**src/rtl/phys_pkg.sv**
```systemverilog
// Shared types for the physics step scheduler: FSM states, pass modes and
// the frame counter width.
package phys_pkg;

   typedef enum logic [1:0] {
      IDLE   = 2'd0,
      REQ    = 2'd1,
      WAIT   = 2'd2,
      COMMIT = 2'd3
   } sched_state_t;

   typedef enum logic {
      LOAD = 1'b0,
      STEP = 1'b1
   } sched_mode_t;

   localparam int FRAME_CNT_W = 16;

endpackage

```
**src/rtl/phys_step_scheduler.sv**
```systemverilog
// Turns frame ticks into N x SPRITES update requests and load pulses into one
// initial-condition pass, ending each completed pass with a single commit pulse.
module phys_step_scheduler
   import phys_pkg::*;
#(
   parameter int SPRITES = 3,
   parameter int STEP_W  = 4,
   parameter int IDX_W   = (SPRITES > 1) ? $clog2(SPRITES) : 1
) (
   input  logic                   clk,
   input  logic                   rst,
   input  logic                   frame_tick,
   input  logic                   load,
   input  logic [STEP_W-1:0]      steps_per_frame,
   output logic                   upd_valid,
   output logic [IDX_W-1:0]       upd_idx,
   output logic                   upd_init,
   input  logic                   upd_ready,
   input  logic                   upd_done,
   output logic                   commit,
   output logic                   busy,
   output logic                   overrun,
   output logic [FRAME_CNT_W-1:0] frame_count
);

   localparam logic [IDX_W-1:0] LAST_IDX = IDX_W'(SPRITES - 1);

   sched_state_t           state_q, state_d;
   sched_mode_t            mode_q, mode_d;
   logic [IDX_W-1:0]       idx_q, idx_d;
   logic [STEP_W-1:0]      step_q, step_d;
   logic [STEP_W-1:0]      n_steps_q, n_steps_d;
   logic                   load_pend_q, load_pend_d;
   logic                   overrun_q, overrun_d;
   logic [FRAME_CNT_W-1:0] frame_count_q, frame_count_d;

   // Output flops, loaded from the next state so they line up with state_q.
   logic upd_valid_q, upd_valid_d;
   logic upd_init_q, upd_init_d;
   logic commit_q, commit_d;
   logic busy_q, busy_d;

   logic [STEP_W:0] step_next;
   assign step_next = {1'b0, step_q} + (STEP_W+1)'(1);

   always_comb begin
      // NOTE: every signal written here gets a default first, so no path can infer a latch.
      state_d       = state_q;
      mode_d        = mode_q;
      idx_d         = idx_q;
      step_d        = step_q;
      n_steps_d     = n_steps_q;
      load_pend_d   = load_pend_q;
      overrun_d     = overrun_q;
      frame_count_d = frame_count_q;

      // Events that arrive while a pass is in flight are remembered, never acted on directly.
      if (state_q != IDLE) begin
         if (frame_tick) overrun_d   = 1'b1;
         if (load)       load_pend_d = 1'b1;
      end

      unique case (state_q)
         IDLE: begin
            if (load || load_pend_q) begin
               state_d       = REQ;
               mode_d        = LOAD;
               idx_d         = '0;
               frame_count_d = '0;
               overrun_d     = 1'b0;
               load_pend_d   = 1'b0;
            end else if (frame_tick) begin
               n_steps_d = steps_per_frame;
               idx_d     = '0;
               step_d    = '0;
               mode_d    = STEP;
               state_d   = (steps_per_frame != '0) ? REQ : COMMIT;
            end
         end
         REQ: begin
            if (upd_ready) state_d = WAIT;
         end
         WAIT: begin
            if (upd_done) begin
               if (load_pend_q) begin
                  state_d       = REQ;
                  mode_d        = LOAD;
                  idx_d         = '0;
                  frame_count_d = '0;
                  load_pend_d   = 1'b0;
               end else if (idx_q < LAST_IDX) begin
                  idx_d   = idx_q + IDX_W'(1);
                  state_d = REQ;
               end else if (mode_q == STEP && step_next < {1'b0, n_steps_q}) begin
                  step_d  = step_next[STEP_W-1:0];
                  idx_d   = '0;
                  state_d = REQ;
               end else begin
                  state_d = COMMIT;
               end
            end
         end
         COMMIT: begin
            state_d = IDLE;
            // Paused ticks also run in STEP mode, so they count as frames too.
            if (mode_q == STEP) frame_count_d = frame_count_q + FRAME_CNT_W'(1);
         end
         default: state_d = IDLE;
      endcase

      upd_valid_d = (state_d == REQ);
      upd_init_d  = (state_d == REQ) && (mode_d == LOAD);
      commit_d    = (state_d == COMMIT);
      busy_d      = (state_d != IDLE);
   end

   // NOTE: sequential state uses non-blocking assignments so every flop samples pre-edge values.
   always_ff @(posedge clk or posedge rst) begin
      if (rst) begin
         state_q       <= IDLE;
         mode_q        <= LOAD;
         idx_q         <= '0;
         step_q        <= '0;
         n_steps_q     <= '0;
         load_pend_q   <= 1'b0;
         overrun_q     <= 1'b0;
         frame_count_q <= '0;
         upd_valid_q   <= 1'b0;
         upd_init_q    <= 1'b0;
         commit_q      <= 1'b0;
         busy_q        <= 1'b0;
      end else begin
         state_q       <= state_d;
         mode_q        <= mode_d;
         idx_q         <= idx_d;
         step_q        <= step_d;
         n_steps_q     <= n_steps_d;
         load_pend_q   <= load_pend_d;
         overrun_q     <= overrun_d;
         frame_count_q <= frame_count_d;
         upd_valid_q   <= upd_valid_d;
         upd_init_q    <= upd_init_d;
         commit_q      <= commit_d;
         busy_q        <= busy_d;
      end
   end

   assign upd_valid   = upd_valid_q;
   assign upd_idx     = idx_q;
   assign upd_init    = upd_init_q;
   assign commit      = commit_q;
   assign busy        = busy_q;
   assign overrun     = overrun_q;
   assign frame_count = frame_count_q;

endmodule

```
**config.mk**
```make
export PLATFORM = sky130hd
export DESIGN_NAME = phys_step_scheduler
export DESIGN_NICKNAME = d
export VERILOG_FILES = /design/src/rtl/phys_pkg.sv /design/src/rtl/phys_step_scheduler.sv
export SDC_FILE = /design/constraint.sdc
export NUM_CORES = 1
export LEC_CHECK = 0
export CAP_MARGIN = 20
export CORE_AREA = 2 2 71 73
export DETAILED_ROUTE_END_ITERATION = 10
export DIE_AREA = 0 0 73 75
export PLACE_DENSITY = 0.71
export SLEW_MARGIN = 20
export SYNTH_ARGS = -nofsm -noshare
export SYNTH_HDL_FRONTEND = slang
export SYNTH_SLANG_ARGS = --single-unit
export TNS_END_PERCENT = 10
```
**constraint.sdc**
```tcl
create_clock -name clk -period 2.88 [get_ports clk]
set_input_delay 0.576 -clock clk [delete_from_list [all_inputs] [get_ports clk]]
set_output_delay 0.576 -clock clk [all_outputs]
set_load 0.02 [all_outputs]
```
[After elaboration in Yosys (flattened, before gate mapping)]
Cells that the tools add are included.
Cells by class
  add/subtract/negate cells: 3
  $mul: 0
  divide/modulo/power cells: 0
  order comparisons: 2
  eq/ne operators: 16
  shift-type cells: 0
  mux-type cells: 43
  bitwise logic cells: 2
  reduce and logical (&&, ||, !) cells: 13
Operators by type and width (count)
  16-bit two-way mux: 4
  16-bit case mux with 3 select lines: 1
  2-bit two-way mux: 14
  4-bit two-way mux: 6
  2-bit inequality test, second input constant: 9
  16-bit by 1-bit adder with 16-bit output, second input constant: 1
  1-bit two-way mux: 13
  2-bit case mux with 4 select lines: 1
  4-bit case mux with 2 select lines: 1
  7-bit AND reduction: 1
  2-bit == test, second input constant: 3
  2-bit nonzero test: 3
  4-bit by 1-bit adder with 5-bit output, second input constant: 1
  5-bit by 4-bit less-than comparator with 1-bit output: 1
  5-bit AND reduction: 1
  2-bit by 1-bit == test with 1-bit output, second input constant: 2
  4-bit inequality test, second input constant: 1
  1-bit case mux with 2 select lines: 2
  2-bit case mux with 2 select lines: 1
  4-bit AND reduction: 1
  4-bit nonzero test: 1
  3-bit inequality test, second input constant: 1
  3-bit AND reduction: 1
  3-bit nonzero test: 1
  other kinds (6): 8
Storage, ports and cells
  register bits: 35
  bits in latches: 0
  RAM bits: 0
  ROM bits: 0
  input bits: 10
  output and inout bits: 23
  logic and storage cells: 91
  memories kept: 0

[Logic depth before layout (Yosys ltp)]
Gate-level depths: netlist (run 1).
  depth in word-level cells: 10
  depth in mapped cells: 8
  mapped depth without buffers: 8

[Worst setup path before layout (run 1)]
OpenSTA, ideal clock, no wires.
  path kind: register -> register
  start: register step_q[0]
  end: register busy_q (netlist: busy)
  setup time: 0.121 ns
  arrival: 2.012 ns
  setup slack: 0.747 ns
  cell stages (with the launch flop): 9
  period minus slack after synthesis: 2.133 ns
  path through: dfrtp_1 -> ha_1 -> xor2_1 -> ha_1 -> a21o_1 -> a31oi_1 -> o21ai_1 -> a311o_1 -> nand2b_1
Between the ends
  cells in the longest elaborated chain, start to end: 9
RTL lines
  start: declaration: line phys_step_scheduler.sv:31  | logic [STEP_W-1:0] step_q, step_d;
  start signal: assignment: line phys_step_scheduler.sv:136  | step_q <= step_d;
  4-bit by 1-bit adder with 5-bit output: line phys_step_scheduler.sv:44  | assign step_next = {1'b0, step_q} + (STEP_W+1)'(1);
  5-bit by 4-bit less-than comparator with 1-bit output: line phys_step_scheduler.sv:94  | end else if (mode_q == STEP && step_next < {1'b0, n_steps_q}) begin
  1-bit logical AND: line phys_step_scheduler.sv:94
  2-bit two-way mux: line phys_step_scheduler.sv:94
  2-bit two-way mux: line phys_step_scheduler.sv:91  | end else if (idx_q < LAST_IDX) begin
  2-bit two-way mux: line phys_step_scheduler.sv:85  | if (load_pend_q) begin
  2-bit two-way mux: line phys_step_scheduler.sv:84  | if (upd_done) begin
  2-bit case mux with 4 select lines: line phys_step_scheduler.sv:63  | unique case (state_q)
  named net state_d[1]: line phys_step_scheduler.sv:28  | sched_state_t state_q, state_d;
  2-bit nonzero test: line phys_step_scheduler.sv:114  | busy_d = (state_d != IDLE);
  named net busy_d: line phys_step_scheduler.sv:41  | logic busy_q, busy_d;
  end signal: assignment: line phys_step_scheduler.sv:144  | busy_q <= busy_d;
  end: declaration: line phys_step_scheduler.sv:41
The timed path passes the listed nets, and every way through them passes these cells.
A chain may end at the register's enable or synchronous reset.

[Final worst setup path (run 1)]
  start: register step_q[0]
  end: register upd_init_q (netlist: upd_init)
Between the ends
  cells in the longest elaborated chain, start to end: 10
RTL lines
  4-bit by 1-bit adder with 5-bit output: line phys_step_scheduler.sv:44
  5-bit by 4-bit less-than comparator with 1-bit output: line phys_step_scheduler.sv:94
  1-bit logical AND: line phys_step_scheduler.sv:94
  2-bit two-way mux: line phys_step_scheduler.sv:94
  2-bit two-way mux: line phys_step_scheduler.sv:91
  2-bit two-way mux: line phys_step_scheduler.sv:85
  2-bit two-way mux: line phys_step_scheduler.sv:84
  2-bit case mux with 4 select lines: line phys_step_scheduler.sv:63
  named net state_d[1]: line phys_step_scheduler.sv:28
  2-bit by 1-bit == test with 1-bit output: line phys_step_scheduler.sv:112  | upd_init_d = (state_d == REQ) && (mode_d == LOAD);
  1-bit logical AND: line phys_step_scheduler.sv:112
  named net upd_init_d: line phys_step_scheduler.sv:39  | logic upd_init_q, upd_init_d;
  end signal: assignment: line phys_step_scheduler.sv:142  | upd_init_q <= upd_init_d;
  end: declaration: line phys_step_scheduler.sv:39
The timed path passes the listed nets, and every way through them passes these cells.

==> impl_metrics.ini, run 1 <==
[outcome]
status = completed

[cells_and_area]
drive_gt1_frac = 0.116
instances_no_fill = 261
fin_nets = 223
final_common_cell = dfrtp_1
layout_common_cells = dfrtp_1 (35), clkdlybuf4s50_1 (32), nor2_1 (21)
antenna_cells = 0
synthToLayoutAreaGrowth_pct = 24.4

[pwr]
worst_ir_drop_vdd_uv = 600
p_per_area_mw_per_mm2 = 747
p_leak_nw = 0.991
power.total_mw = 1.68

[flow_run]
maxCapViolCount = 0

[setup_path]
worstPathArrival_ns = 2.55
crit_type = reg -> reg
crit_required_ns = 3.07
critPathCaptureType = flop
crit_fanout = 5
cp-start-kind = flop

[drt]
viasPerCell = 5.28
routed_wirelength_um = 3360
drtIter0Drc = 70
antenna_left = 0
wl_per_cell_um = 12.9
via_count = 1377
drc = 0
dr.pass1.iters = 4

[clock_network]
htree_levels = 2
cts_resized = 0
cts-root-buf = clkbuf_8
cts_buffer_depth = 2
path_clk_slew_ns = 0.06
cts_setup_buffers = 0
cts_hold_buffers = 0
clock_sinks = 35
clock_latency_ns = 0.28
cts_tree = done
cts_inserted_buffers = 5

[place]
io_buffers = 32
dp_hpwl_um = 2420
dp_cells = 255
gp_congestion = 0.790

[global_routing]
grt_first_pass_wirelength_um = 5840
grtUsageTotal = 0.139
grt_pass1_vias = 1257
overflow = 0
grt_max_degree = 36
antenna_found_initial = 0

[hold_path]
hold_class = reg -> reg

[timing]
slew_violations = 0
post-route-period-util = 0.819
maxSlewHeadroom = 0.673
fin_skew_ns = 0.00275
rsz0062_at_grt = no
hold_viol = 0
tightest_slew_ns = 0.490
fmax_ghz = 0.424
setup_tns_ns = 0
setup_viol = 0
period_minus_slack_ns = 2.36

[yosys]
synth_seq_area_share = 0.486
async_flop_share = 1.00
synth_top_area_cell = dfrtp_1
synth_warnings = 0
synthesis.area_sq_mm = 0.00180
syn_area_per_cell_sq_um = 10.6
synth-edff-count = 0
ys_ff_latch = 35
syn-num-nets = 185
post_synth_num_cell_types = 44
synthTopCellsByArea = dfrtp_1 (49%), xor2_1 (4.9%), nor2_1 (4.4%), ha_1 (3.5%), mux2_2 (3.1%)
synth_ff_type = dfrtp_1
yosysTopAreaCellShare = 0.486
synthCells = 170

[floorplanning]
die_x_um = 73
num_rows = 25
fp.coreArea_sq_mm = 0.00466
dieArea_sq_mm = 0.00548
die_h_um = 75
io_pins = 33
initial_core_util = 0.387
[area by class of cell]
class / count / area (sq um)
Clock buffer: 6 / 72.6
Fill cell: 438 / 2420
Inverter: 11 / 41.3
Multi-Input combinational cell: 121 / 850
Sequential cell: 35 / 876
Tap cell: 54 / 67.6
Timing Repair Buffer: 34 / 335
[routing by layer]
layer	global-route usage	wire [um]
met3	0.0321	196
met1	0.179	1550
met2	0.226	1570
met4	0.0617	48
met5	0	0
[logic make-up after synthesis]
kind of cell / Yosys count / synth area share
flip-flops: 35 / 0.486
AND/OR/NAND/NOR: 68 / 0.208
adder cells (fa/ha/maj): 5 / 0.0347
buffers and inverters: 14 / 0.0430
XOR/XNOR: 16 / 0.0777
AO/OA/AOI/OAI: 27 / 0.120
multiplexers: 5 / 0.0312
[per-stage QoR]
stage	utilization	hold slack [ns]	setup WS, ns	instance area (sq um)
3_3_place_gp	0.466	0.489	0.589	2170
5_1_grt	0.481	0.516	0.366	2240
4_1_cts	0.481	0.513	0.503	2240
3_5_place_dp	0.466	0.498	0.544	2170
6_report	0.481	0.508	0.521	2240
2_1_floorplan	-	0.479	0.747	1800
[critical path: stages (launching register included)]
cell and delay (ns):
dfrtp_1 0.42, ha_1 0.27, xor2_1 0.16, ha_1 0.29, a21o_1 0.15, a31oi_1 0.20
o21ai_1 0.17, a311o_1 0.41, nor3_1 0.20
[power by group]
| part | switching [mW] | internal, mW |
|---|---|---|
| clock network | 0.155 | 0.161 |
| logic | 0.369 | 0.286 |
| registers | 0.105 | 0.599 |
| total | 0.629 | 1.05 |
[cells in the mapped netlist (4+ instances only)]
cell type / number
nand4_1: 5
mux2_2: 5
xor2_1: 10
nand3_1: 10
nor2_1: 21
nand2_1: 10
inv_1: 11
a22o_1: 4
dfrtp_1: 35
ha_1: 5
xnor2_1: 6
[final timing paths]
check	end	depth (start not counted)	startpoint	slack, ns
min in group asynchronous	frame_count[8]	3	rst	0.70
max reg2reg	upd_init	8	step_q[0]	0.52
max in group asynchronous	overrun	3	rst	1.87
max	upd_init	8	step_q[0]	0.52
min reg2reg	n_steps_q[2]	1	n_steps_q[2]	0.51
min	n_steps_q[2]	1	n_steps_q[2]	0.51
[sequential cells by signal, indices dropped and copies added, names as in the netlist, 2 cells and up]
name and count:
frame_count 16, state_q 2, n_steps_q 4, upd_idx 2
step_q 4
(Power assumes the default switching activity.)
==> run 2, diff against run 1 <==
PLACE_DENSITY = 0.73   (was 0.71)
clock period = 2.14 ns   (was 2.88 ns; I/O delays follow)
==> run 2 against run 1 <==
Flip-flop and latch count unchanged; largest cell class unchanged; critical path depth increased by 1; wire length is 2.7% higher; register-to-register slack got worse by 0.51 ns; power rose by 48%; design area grew 5.4%; maximum frequency up 11%; hold slack got worse by 0.0044 ns; critical path type unchanged; sequential share of layout area shrank 2.0 points; final cell count rose by 4.2%; worst setup slack lost 0.51 ns; critical endpoint is now step_q[0]; non-clock buffer count is 9 higher.
==> impl_metrics.ini, run 2 (same netlist as run 1, synthesis figures left out) <==
[timing]
hold_viol = 0
setup_tns_ns = 0
setup_viol = 0
maxSlewHeadroom = 0.705
fmax_ghz = 0.470
period_minus_slack_ns = 2.13
rsz0062_at_grt = yes
tightest_slew_ns = 0.443
post-route-period-util = 0.995
timing.hold.ws_ns = 0.504
slew_violations = 0
fin_skew_ns = 0.00446

[drt]
routed_wirelength_um = 3450
drc = 0
dr.pass1.iters = 4
wl_per_cell_um = 12.7
viasPerCell = 5.22
via_count = 1420
drtIter0Drc = 70
antenna_left = 0

[setup_path]
crit_required_ns = 2.32
critPathCaptureType = flop
worstPathArrival_ns = 2.31
cp-start-kind = flop
crit_fanout = 3
slowest_stage = dfrtp_1
max_stage_delay_ns = 0.39
path_buf_inv = 1
crit_type = reg -> reg
cp_cell_sequence = ha_2, xor2_1, ha_1, a21o_1, a31oi_2, buf_4, o21a_1, o21ai_2, mux2_4
crit_family = compound AO/OA/AOI/OAI gates

[hold_path]
hold_class = reg -> reg

[place]
gp_congestion = 0.802
io_buffers = 32
dp_hpwl_um = 2500

[clock_network]
htree_levels = 2
cts-root-buf = clkbuf_8
cts_inserted_buffers = 5
clock_latency_ns = 0.29
cts_tree = done
path_clk_slew_ns = 0.07
cts_buffer_depth = 2
clock_sinks = 35

[cells_and_area]
synthToLayoutAreaGrowth_pct = 31.0
antenna_cells = 0
largest_reg_flops = 16
fin_nets = 232
layout_common_cells = dfrtp_1 (35), clkdlybuf4s50_1 (32), nor2_1 (21)
drive_gt1_frac = 0.183
final_common_cell = dfrtp_1

[global_routing]
grt_max_degree = 36
grt_pass1_vias = 1338
grtUsageTotal = 0.143
grt_first_pass_wirelength_um = 5980
antenna_found_initial = 0
overflow = 0

[flow_run]
maxCapViolCount = 0

[pwr]
p_leak_nw = 1.05
worst_ir_drop_vdd_uv = 618
p_per_area_mw_per_mm2 = 1050

[floorplanning]
dieArea_sq_mm = 0.00548
io_pins = 33
die_x_um = 73
num_rows = 25
fp.coreArea_sq_mm = 0.00466
initial_core_util = 0.387
die_h_um = 75

[outcome]
status = completed
[run 2: changes by cell type in the layout (fill, tap and decap cells not counted), moves of 2 or more]
| cell | previous run | this run |
|---|---|---|
| buf_4 | 2 | 11 |
| clkbuf_8 | 5 | 7 |
| o21ai_1 | 2 | 0 |
| o21ai_2 | 0 | 2 |
[run 2: timing repair]
item	in CTS	in global routing
setup endpoints to repair	3	9
hold endpoints to repair	0	0
resized for setup	5	1
hold buffers	0	0
buffers inserted	0	1
gates cloned	0	0
pin swaps	2	7
[run 2: where the power goes]
| part | switching (mW) | internal (mW) |
|---|---|---|
| clock network | 0.237 | 0.294 |
| registers | 0.149 | 0.806 |
| logic | 0.516 | 0.471 |
[run 2: area by class of cell]
cell class | count | area (sq um)
multi-input combinational | 121 | 875
clock buffer | 8 | 100
tap | 54 | 67.6
inverter | 11 | 41.3
fill | 428 | 2300
timing repair buffer | 43 | 403
sequential | 35 | 876
[run 2: layer usage]
layer | vias up | share of wire | global-route usage
li1 | 702 | - | -
met1 | 674 | 0.48 | 0.180
met2 | 37 | 0.46 | 0.229
met3 | 7 | 0.042 | 0.0335
met4 | 0 | 0.023 | 0.0741
met5 | - | 0 | 0
[run 2: final timing paths]
kind,from,end,slack [ns],cells past startpoint
setup / recovery,step_q[1],step_q[0],0.01,9
hold / removal,n_steps_q[2],n_steps_q[2],0.50,1
setup reg to reg,step_q[1],step_q[0],0.01,9
hold reg to reg,n_steps_q[2],n_steps_q[2],0.50,1
max in group asynchronous,rst,overrun,1.30,3
min in group asynchronous,rst,frame_count[10],0.53,3
[run 2: worst register-to-register path: stages (launching register included)]
cell and delay [ns]:
dfrtp_1 0.39, ha_2 0.20, xor2_1 0.15, ha_1 0.29
a21o_1 0.19, a31oi_2 0.18, buf_4 0.13, o21a_1 0.15
o21ai_2 0.08, mux2_4 0.26
[run 2: through the flow]
step,cell area [sq um],cells,setup slack [ns],total power [mW],util
2_1_floorplan,1800,170,0.00720,1.61,-
3_3_place_gp,2230,263,-0.0237,1.89,0.478
3_5_place_dp,2230,263,-0.0391,1.90,0.478
4_1_cts,2350,271,0.0271,2.46,0.504
5_1_grt,2360,272,-0.0854,2.64,0.507
6_report,2360,272,0.0111,2.47,0.507
